`src/rtl/serial_adder_seq.sv`:
```
// rtl/serial_adder_seq.sv - multi-cycle adder that adds WORD_WIDTH-bit slices per clock
//
// Adds two DATA_WIDTH operands plus a carry-in by running one WORD_WIDTH-bit
// adder over WORDS consecutive clocks, least-significant slice first.
//
// Ports:
//   clk      - clock, rising edge
//   rst      - synchronous active-high reset
//   din_a    - operand A (DATA_WIDTH)
//   din_b    - operand B (DATA_WIDTH)
//   din_ci   - carry-in
//   din_vld  - operands valid
//   din_rd   - block ready to accept operands (IDLE only)
//   dout_s   - sum (DATA_WIDTH), holds the last result
//   dout_co  - carry-out of the top slice, holds the last result
//   dout_vld - result valid (DONE)
//   dout_rd  - consumer ready
//   busy     - high whenever not IDLE
module serial_adder_seq #(
  parameter int WORD_WIDTH = 4,
  parameter int WORDS      = 4
) (
  input  logic                          clk,
  input  logic                          rst,
  input  logic [WORD_WIDTH*WORDS-1:0]   din_a,
  input  logic [WORD_WIDTH*WORDS-1:0]   din_b,
  input  logic                          din_ci,
  input  logic                          din_vld,
  output logic                          din_rd,
  output logic [WORD_WIDTH*WORDS-1:0]   dout_s,
  output logic                          dout_co,
  output logic                          dout_vld,
  input  logic                          dout_rd,
  output logic                          busy
);

  localparam int DATA_WIDTH = WORD_WIDTH * WORDS;
  // A one-slice configuration still needs a 1-bit counter.
  localparam int CW = (WORDS > 1) ? $clog2(WORDS) : 1;
  localparam logic [CW-1:0] LAST = CW'(WORDS - 1);

  typedef enum logic [1:0] {
    IDLE = 2'd0,
    RUN  = 2'd1,
    DONE = 2'd2
  } state_t;

  state_t                  state_q;
  state_t                  state_d;
  logic [DATA_WIDTH-1:0]   a_sr;
  logic [DATA_WIDTH-1:0]   b_sr;
  logic [DATA_WIDTH-1:0]   res_q;
  logic [DATA_WIDTH-1:0]   res_next;
  logic                    carry_q;
  logic [CW-1:0]           cnt_q;
  logic [WORD_WIDTH:0]     slice;

  // One WORD_WIDTH-bit adder shared by every slice; bit WORD_WIDTH is the slice carry.
  assign slice = {1'b0, a_sr[WORD_WIDTH-1:0]}
               + {1'b0, b_sr[WORD_WIDTH-1:0]}
               + {{WORD_WIDTH{1'b0}}, carry_q};

  // New slice enters at the top; after WORDS shifts the low slice sits at bit 0.
  assign res_next = (res_q >> WORD_WIDTH)
                  | (DATA_WIDTH'(slice[WORD_WIDTH-1:0]) << (DATA_WIDTH - WORD_WIDTH));

  // State register
  always_ff @(posedge clk) begin
    if (rst) begin
      state_q <= IDLE;
    end else begin
      state_q <= state_d;
    end
  end

  // Next-state logic
  always_comb begin
    state_d = state_q;
    case (state_q)
      IDLE:    if (din_vld)       state_d = RUN;
      RUN:     if (cnt_q == LAST) state_d = DONE;
      DONE:    if (dout_rd)       state_d = IDLE;
      default:                    state_d = IDLE;
    endcase
  end

  // Output decode straight from the state register, so no combinational input paths.
  always_comb begin
    din_rd   = (state_q == IDLE);
    busy     = (state_q != IDLE);
    dout_vld = (state_q == DONE);
  end

  // Datapath
  always_ff @(posedge clk) begin
    if (rst) begin
      a_sr    <= '0;
      b_sr    <= '0;
      res_q   <= '0;
      carry_q <= 1'b0;
      cnt_q   <= '0;
      dout_s  <= '0;
      dout_co <= 1'b0;
    end else begin
      case (state_q)
        IDLE: begin
          if (din_vld) begin
            a_sr    <= din_a;
            b_sr    <= din_b;
            carry_q <= din_ci;
            cnt_q   <= '0;
          end
        end
        RUN: begin
          a_sr    <= a_sr >> WORD_WIDTH;
          b_sr    <= b_sr >> WORD_WIDTH;
          carry_q <= slice[WORD_WIDTH];
          res_q   <= res_next;
          cnt_q   <= cnt_q + CW'(1);
          // Result outputs only change on the final slice, so they stay put
          // through DONE, IDLE and the next operation's RUN cycles.
          if (cnt_q == LAST) begin
            dout_s  <= res_next;
            dout_co <= slice[WORD_WIDTH];
          end
        end
        default: ;
      endcase
    end
  end

endmodule
```
`config.mk`:
```
export PLATFORM = sky130hd
export DESIGN_NAME = serial_adder_seq
export DESIGN_NICKNAME = d
export VERILOG_FILES = /design/src/rtl/serial_adder_seq.sv
export SDC_FILE = /design/constraint.sdc
export NUM_CORES = 1
export LEC_CHECK = 0
export ABC_AREA = 1
export CORE_UTILIZATION = 35
export CTS_CLUSTER_DIAMETER = 120
export DETAILED_ROUTE_END_ITERATION = 16
export SYNTH_ARGS = -nofsm -noshare
export SYNTH_HDL_FRONTEND = slang
export SYNTH_SLANG_ARGS = --single-unit
```
`constraint.sdc`:
```
create_clock -name clk -period 1.45 [get_ports clk]
set_clock_uncertainty 0.2 [all_clocks]
set_input_delay 0.2175 -clock clk [delete_from_list [all_inputs] [get_ports clk]]
set_output_delay 0.2175 -clock clk [all_outputs]
set_load 0.02 [all_outputs]
```
# Word level (Yosys, flattened, before mapping)
# Index checks and enable logic that the tools add are counted.
[word_totals]
register_bits = 70
inputBits = 37
out_inout_bits = 20
word_cells = 36
[op_classes]
add_sub_neg = 3
eq_ne = 6
muxes = 12
bitwise_logic = 1
reduce_logical = 6
[op_table]
columns = ["op", "n"]
rows = [
  ["$pmux W16 S2", 2],
  ["$mux W16", 2],
  ["$or A12 B16 Y16", 1],
  ["$mux W2", 4],
  ["$pmux W2 S3", 1],
  ["$add A4 B4 Y5", 1],
  ["$add A5 B1 Y5", 1],
  ["$eq A2 B2 Y1 const B", 2],
  ["$ne A2 B2 Y1 const B", 2],
  ["$pmux W2 S2", 1],
  ["$reduce_and A2 Y1", 2],
  ["$reduce_bool A2 Y1", 2],
  ["$reduce_and A3 Y1", 1],
  ["$add A2 B1 Y2 const B", 1],
  ["$eq A2 B1 Y1 const B", 1],
  ["$logic_not A2 Y1", 1],
  ["$ne A2 B1 Y1 const B", 1],
  ["$pmux W1 S2", 1],
  ["$mux W1", 1],
]

# Depth between registers and ports, before layout
# Gate-level depths: netlist (run 1).
[depth]
ltp_word = 3
mapped_depth = 8

# Worst setup path after synthesis (run 1)
# Ideal clock, no wire load.
[synth_path]
kind = "register to register"
startpoint = "register a_sr[0]"
endpoint = "register res_q[13]"
setup_time_ns = 0.070
arrival_ns = 1.347
t_required_ns = 1.180
setup_slack_ns = -0.167
stages_incl_launch_ff = 5
path_buffers = 0
period_less_slack_ns = 1.617
path_cell_list = "dfxtp_1 > fa_1 > inv_1 > fa_1 > a21oi_1"
[synth_via]
elab_chain_len = 3
[synth_lines]
columns = ["element", "line", "text"]
rows = [
  ["from (decl)", "50", "logic [DATA_WIDTH-1:0] a_sr;"],
  ["from (signal assigned)", "108", "a_sr <= din_a;"],
  ["from (signal assigned)", "115", "a_sr <= a_sr >> WORD_WIDTH;"],
  ["$add A4 B4 Y5", "60", "+ {1'b0, b_sr[WORD_WIDTH-1:0]}"],
  ["$add A5 B1 Y5", "61", "+ {{WORD_WIDTH{1'b0}}, carry_q};"],
  ["$or A12 B16 Y16", "65", "| (DATA_WIDTH'(slice[WORD_WIDTH-1:0]) << (DATA_WIDTH - WORD_WIDTH));"],
  ["to (signal assigned)", "118", "res_q <= res_next;"],
  ["to (decl)", "52", "logic [DATA_WIDTH-1:0] res_q;"],
]
# Every way passes these cells.
# A chain may end at the register's enable or synchronous reset.

# Worst setup path after layout (run 1)
[layout_path]
startpoint = "register carry_q"
endpoint = "register dout_co"
[layout_via]
elab_chain_len = 1
[layout_lines]
columns = ["element", "line", "text"]
rows = [
  ["from (decl)", "54", "logic carry_q;"],
  ["from (signal assigned)", "110", "carry_q <= din_ci;"],
  ["from (signal assigned)", "117", "carry_q <= slice[WORD_WIDTH];"],
  ["$add A5 B1 Y5", "61", ""],
  ["to (signal assigned)", "124", "dout_co <= slice[WORD_WIDTH];"],
  ["to (decl)", "31", "output logic dout_co,"],
]
# Every way passes these cells.

==> metrics list, run 1 <==
- Failing checks: setup timing
- The first global-routing pass estimated 10400 um of wire.
* Crit path kind: reg -> reg
* Net count after synthesis: 367
* Pin count of the biggest net entering global routing: 52
* Mean instance size in the synthesized netlist: 8.19 um2
- Cts bufs inserted: 9
* I/O pin count: 57
- After clock tree synthesis, the clock-pin slew on the worst setup and hold paths is 0.07 ns.
- Number of antenna violations at the first check in global routing: 0
- Worst setup slack after layout: -0.212 ns
* FF-to-FF setup slack: -0.21 ns
* Die Span X: 89.1 um
- Vertical die dimension: 89.1 um
- In this run the worst hold path is classified as in -> reg.
* Sinks on Clock Net: 66
- The clock tree synthesis step divided the H-tree into 3 levels.
- Longest Clk Path Bufs: 2
- Main combinational cell family by area after synthesis: compound AO/OA/AOI/OAI gates
- The detailed router finished its first iteration with 49 violations.
- The design draws 4.23 mW.
- In the synthesized netlist, the number of instances is 324.
- In this run the critical register-to-register path is captured at dout_co.
- The final critical path takes up 115% of the cycle.
- Detailed-route wire length per cell: 14.2 um
- Ys Warns: 0
- Critical path capture point type: flop
- The initial utilization of the core area, before any placement, comes to 36.4%.
- Pleak: 1.59 nW
- Static timing analysis puts the maximum clock frequency at 602 MHz.
- The HPWL after detailed placement is 4220 um.
* VDD IR max: 0.000732 V
- Reg2Reg Depth: 8
- 0 antenna diodes ended up in the layout.
- Area growth from synthesis to layout: 51.0%
- Summing over every cut layer, the via total after detailed routing is 2490.
- Of the cells placed in the final design, the portion with a size suffix greater than 1 is 30.7%.
- Filler cell count in the final layout: 716
- Number of port buffers: 56
* Remaining DRCs: 0
* Vias in the first global route: 2241
- Measured against its own limit, the worst slew margin works out to 77.0%.
- Along the worst path, the maximum fanout reaches 2.
- The startpoint identified for the worst register-to-register timing path is carry_q.
- The count of nets left with antenna violations once routing finished came out at 0.
- Total grt overflow: 0
- Max-cap violations in this run came to 0.
- Status: finished, violations left
- Hold Path Origin: din_a[14]
- STA classifies the critical path startpoint as a flop.
- CP Data Required Time: 1.48 ns
- Cell area after layout: 4010 um2
* Adder-Cell Fraction of Synth Area: 3.39%
- Summing the areas of all xor and xnor instances in the mapped netlist gives 0.330% of the synthesized area.
* Final weighted congestion in routability-driven placement: 0.796
- The initialized floorplan defines 31 standard-cell rows.
- Summing the areas of all compound-gate instances in the mapped netlist gives 24.9% of the synthesized area.
- GRT Total Usage: 17.2%
* Number of nets at the end of the flow: 442
- TritonCTS clock tree: done
* Count of distinct cell types in the synthesized netlist: 24
- For hold timing, the worst endpoint is a_sr[14].
* 1st-pass router iterations: 4
- Worst Hold Path Cells: 3
- Setup repair after global routing missed its margin: true
- In the routed layout, each cell is associated on average with a via count of 4.95.
- Core region area: 7290 um2
- The die covers 7940 um2.
* Root buffer cell: clkbuf_8
* Setup Viol. Count Final: 22
* Areal power density over the cells: 1060 nW/um2
- After synthesis the cells add up to 2660 um2.
* Minimum period implied by the final worst setup slack: 1.66 ns
- Source-to-sink clock delay at the later pin of the worst-skew pair: 0.34 ns
- Post-synthesis sequential area ratio: 49.8%
- Multiplexer cells account for 0% of the synthesized area.
* Hold violation count in the final report: 0
- For the pin with the worst max-slew slack, the measured transition is 0.346 ns.
- Of the total synthesized cell area, the portion taken by AND, OR, NAND and NOR gates is 13.5%.
* Fin. max-slew vios: 0
* Arrival time of the worst setup path: 1.69 ns
- The routed design has 7150 um of wire.
- Flop and latch count out of synthesis: 66
- Placed Instance Area: 3400 um2
-- metal layers --
metal	part of all wire (%)	GRT usage (%)	up-vias
met3	4.3	5.36	8
met1	45	21.9	1177
met5	0	0	-
li1	-	-	1253
met2	50	28.5	52
met4	1.1	4.76	0
-- placed cells by master, fill, tap and decap left out, types with 3 or more instances in the layout --
cell             Yosys  final
a21oi_1             47     31
a21oi_2              2     18
buf_12               0      5
buf_4                0     13
buf_6                7      9
clkbuf_1             7      4
clkbuf_16            0      4
clkbuf_2             0      3
clkbuf_8             0      9
clkdlybuf4s15_1      0     13
clkdlybuf4s50_1      0     36
dfxtp_1             66     60
dfxtp_2              0      6
inv_1               14     12
inv_2                5      4
nand2_1             48     38
nand2_2              1      7
nand2_4              0      4
nand3_1              5      3
nor2_1              34     33
nor2_4               0      3
o21ai_0             18     14
o21ai_1             24      9
o21ai_2              0     19
o22ai_1             24     24
-- kinds of logic (layout without fill, tap and decap cells) --
group                      Yosys count  in the layout
AOI/OAI and AO/OA                  119            119
and+or+nand+nor                     91             91
DFF                                 66             66
buffers and inverters               41            121
adders and majority gates            6              6
xor gates and xnor gates             1              1
-- sequential cells by signal, summed over array words and instances, names as in the netlist --
signal   cells
dout_co      1
carry_q      1
a_sr        16
cnt_q        2
res_q       12
b_sr        16
dout_s      16
state_q      2
-- worst max-delay path by stage --
stage	start	cells after the start	slack (ns)	endpoint
floorplan	a_sr[0]	4	-0.13	res_q[13]
global placement	din_vld	6	-0.18	a_sr[0]
detailed placement	b_sr[0]	8	-0.21	carry_q
CTS	carry_q	8	-0.19	dout_co
global route	carry_q	8	-0.30	dout_co
finish	carry_q	8	-0.21	dout_co
-- synthesized netlist by cell type, drive strengths merged --
cell type	instances	area share (%)
dfxtp	66	50
or2	1	0.24
nand2	49	7.0
a21oi	49	9.5
fa	2	1.5
xnor2	1	0.33
buf	15	4.4
inv	19	2.7
o22ai	24	5.7
ha	4	1.9
nand3	5	0.94
o21ai	43	8.5
clkbuf	7	0.99
a211oi	3	1.2
nor2	36	5.3
-- critical path, stage by stage, from the launching register on --
cell     delay (ns)
dfxtp_2        0.34
fa_2           0.39
inv_2          0.07
fa_2           0.23
inv_2          0.05
nand3_4        0.06
nand2_1        0.05
nor2_1         0.11
nor2_1         0.05
-- cell type report --
cell class / instances / area [um2] / area share, %
Tap cell: 99 / 124 / 3.09
Multi-Input combinational cell: 217 / 1370 / 34.1
Sequential cell: 66 / 1330 / 33.1
Timing Repair Buffer: 85 / 921 / 23.0
Clock inverter: 3 / 40.0 / 0.998
Clock buffer: 13 / 139 / 3.46
Inverter: 19 / 83.8 / 2.09
Timing Repair inverter: 1 / 6.26 / 0.156
-- per-stage QoR --
stage | hold slack (ns) | utilization, % | setup TNS (ns) | worst slack [ns] | std cells
3_5_place_dp | 0.250 | 46.6 | -7.04 | -0.214 | 474
5_1_grt | 0.243 | 55.0 | -4.46 | -0.296 | 503
4_1_cts | 0.227 | 49.2 | -1.06 | -0.191 | 491
3_3_place_gp | 0.250 | 46.6 | -6.65 | -0.183 | 474
6_report | 0.235 | 55.0 | -1.82 | -0.212 | 503
2_1_floorplan | 0.165 | - | -0.652 | -0.129 | 324
-- timing repair --
action / in CTS / in global routing
hold buffers: 0 / 0
gates resized for setup: 45 / 91
endpoints found under the setup margin: 28 / 74
setup buffers: 1 / 5
pin swaps: 5 / 15
gates cloned: 0 / 7
-- where the power goes --
part	switching [mW]	total, mW	leakage [nW]	internal (mW)
registers	0.0889	2.02	0.544	1.93
logic	0.375	0.756	0.950	0.381
clock network	0.662	1.45	0.0914	0.792
total	1.13	4.23	1.59	3.11
(Power assumes the default switching activity.)
==> run 2, diff against run 1 <==
ABC_CLOCK_PERIOD_IN_PS = 1450   (was not set)
TNS_END_PERCENT = 100   (was not set)
==> results of run 2 <==
No change in the layout: final DEF, timing and power equal those of run 1.
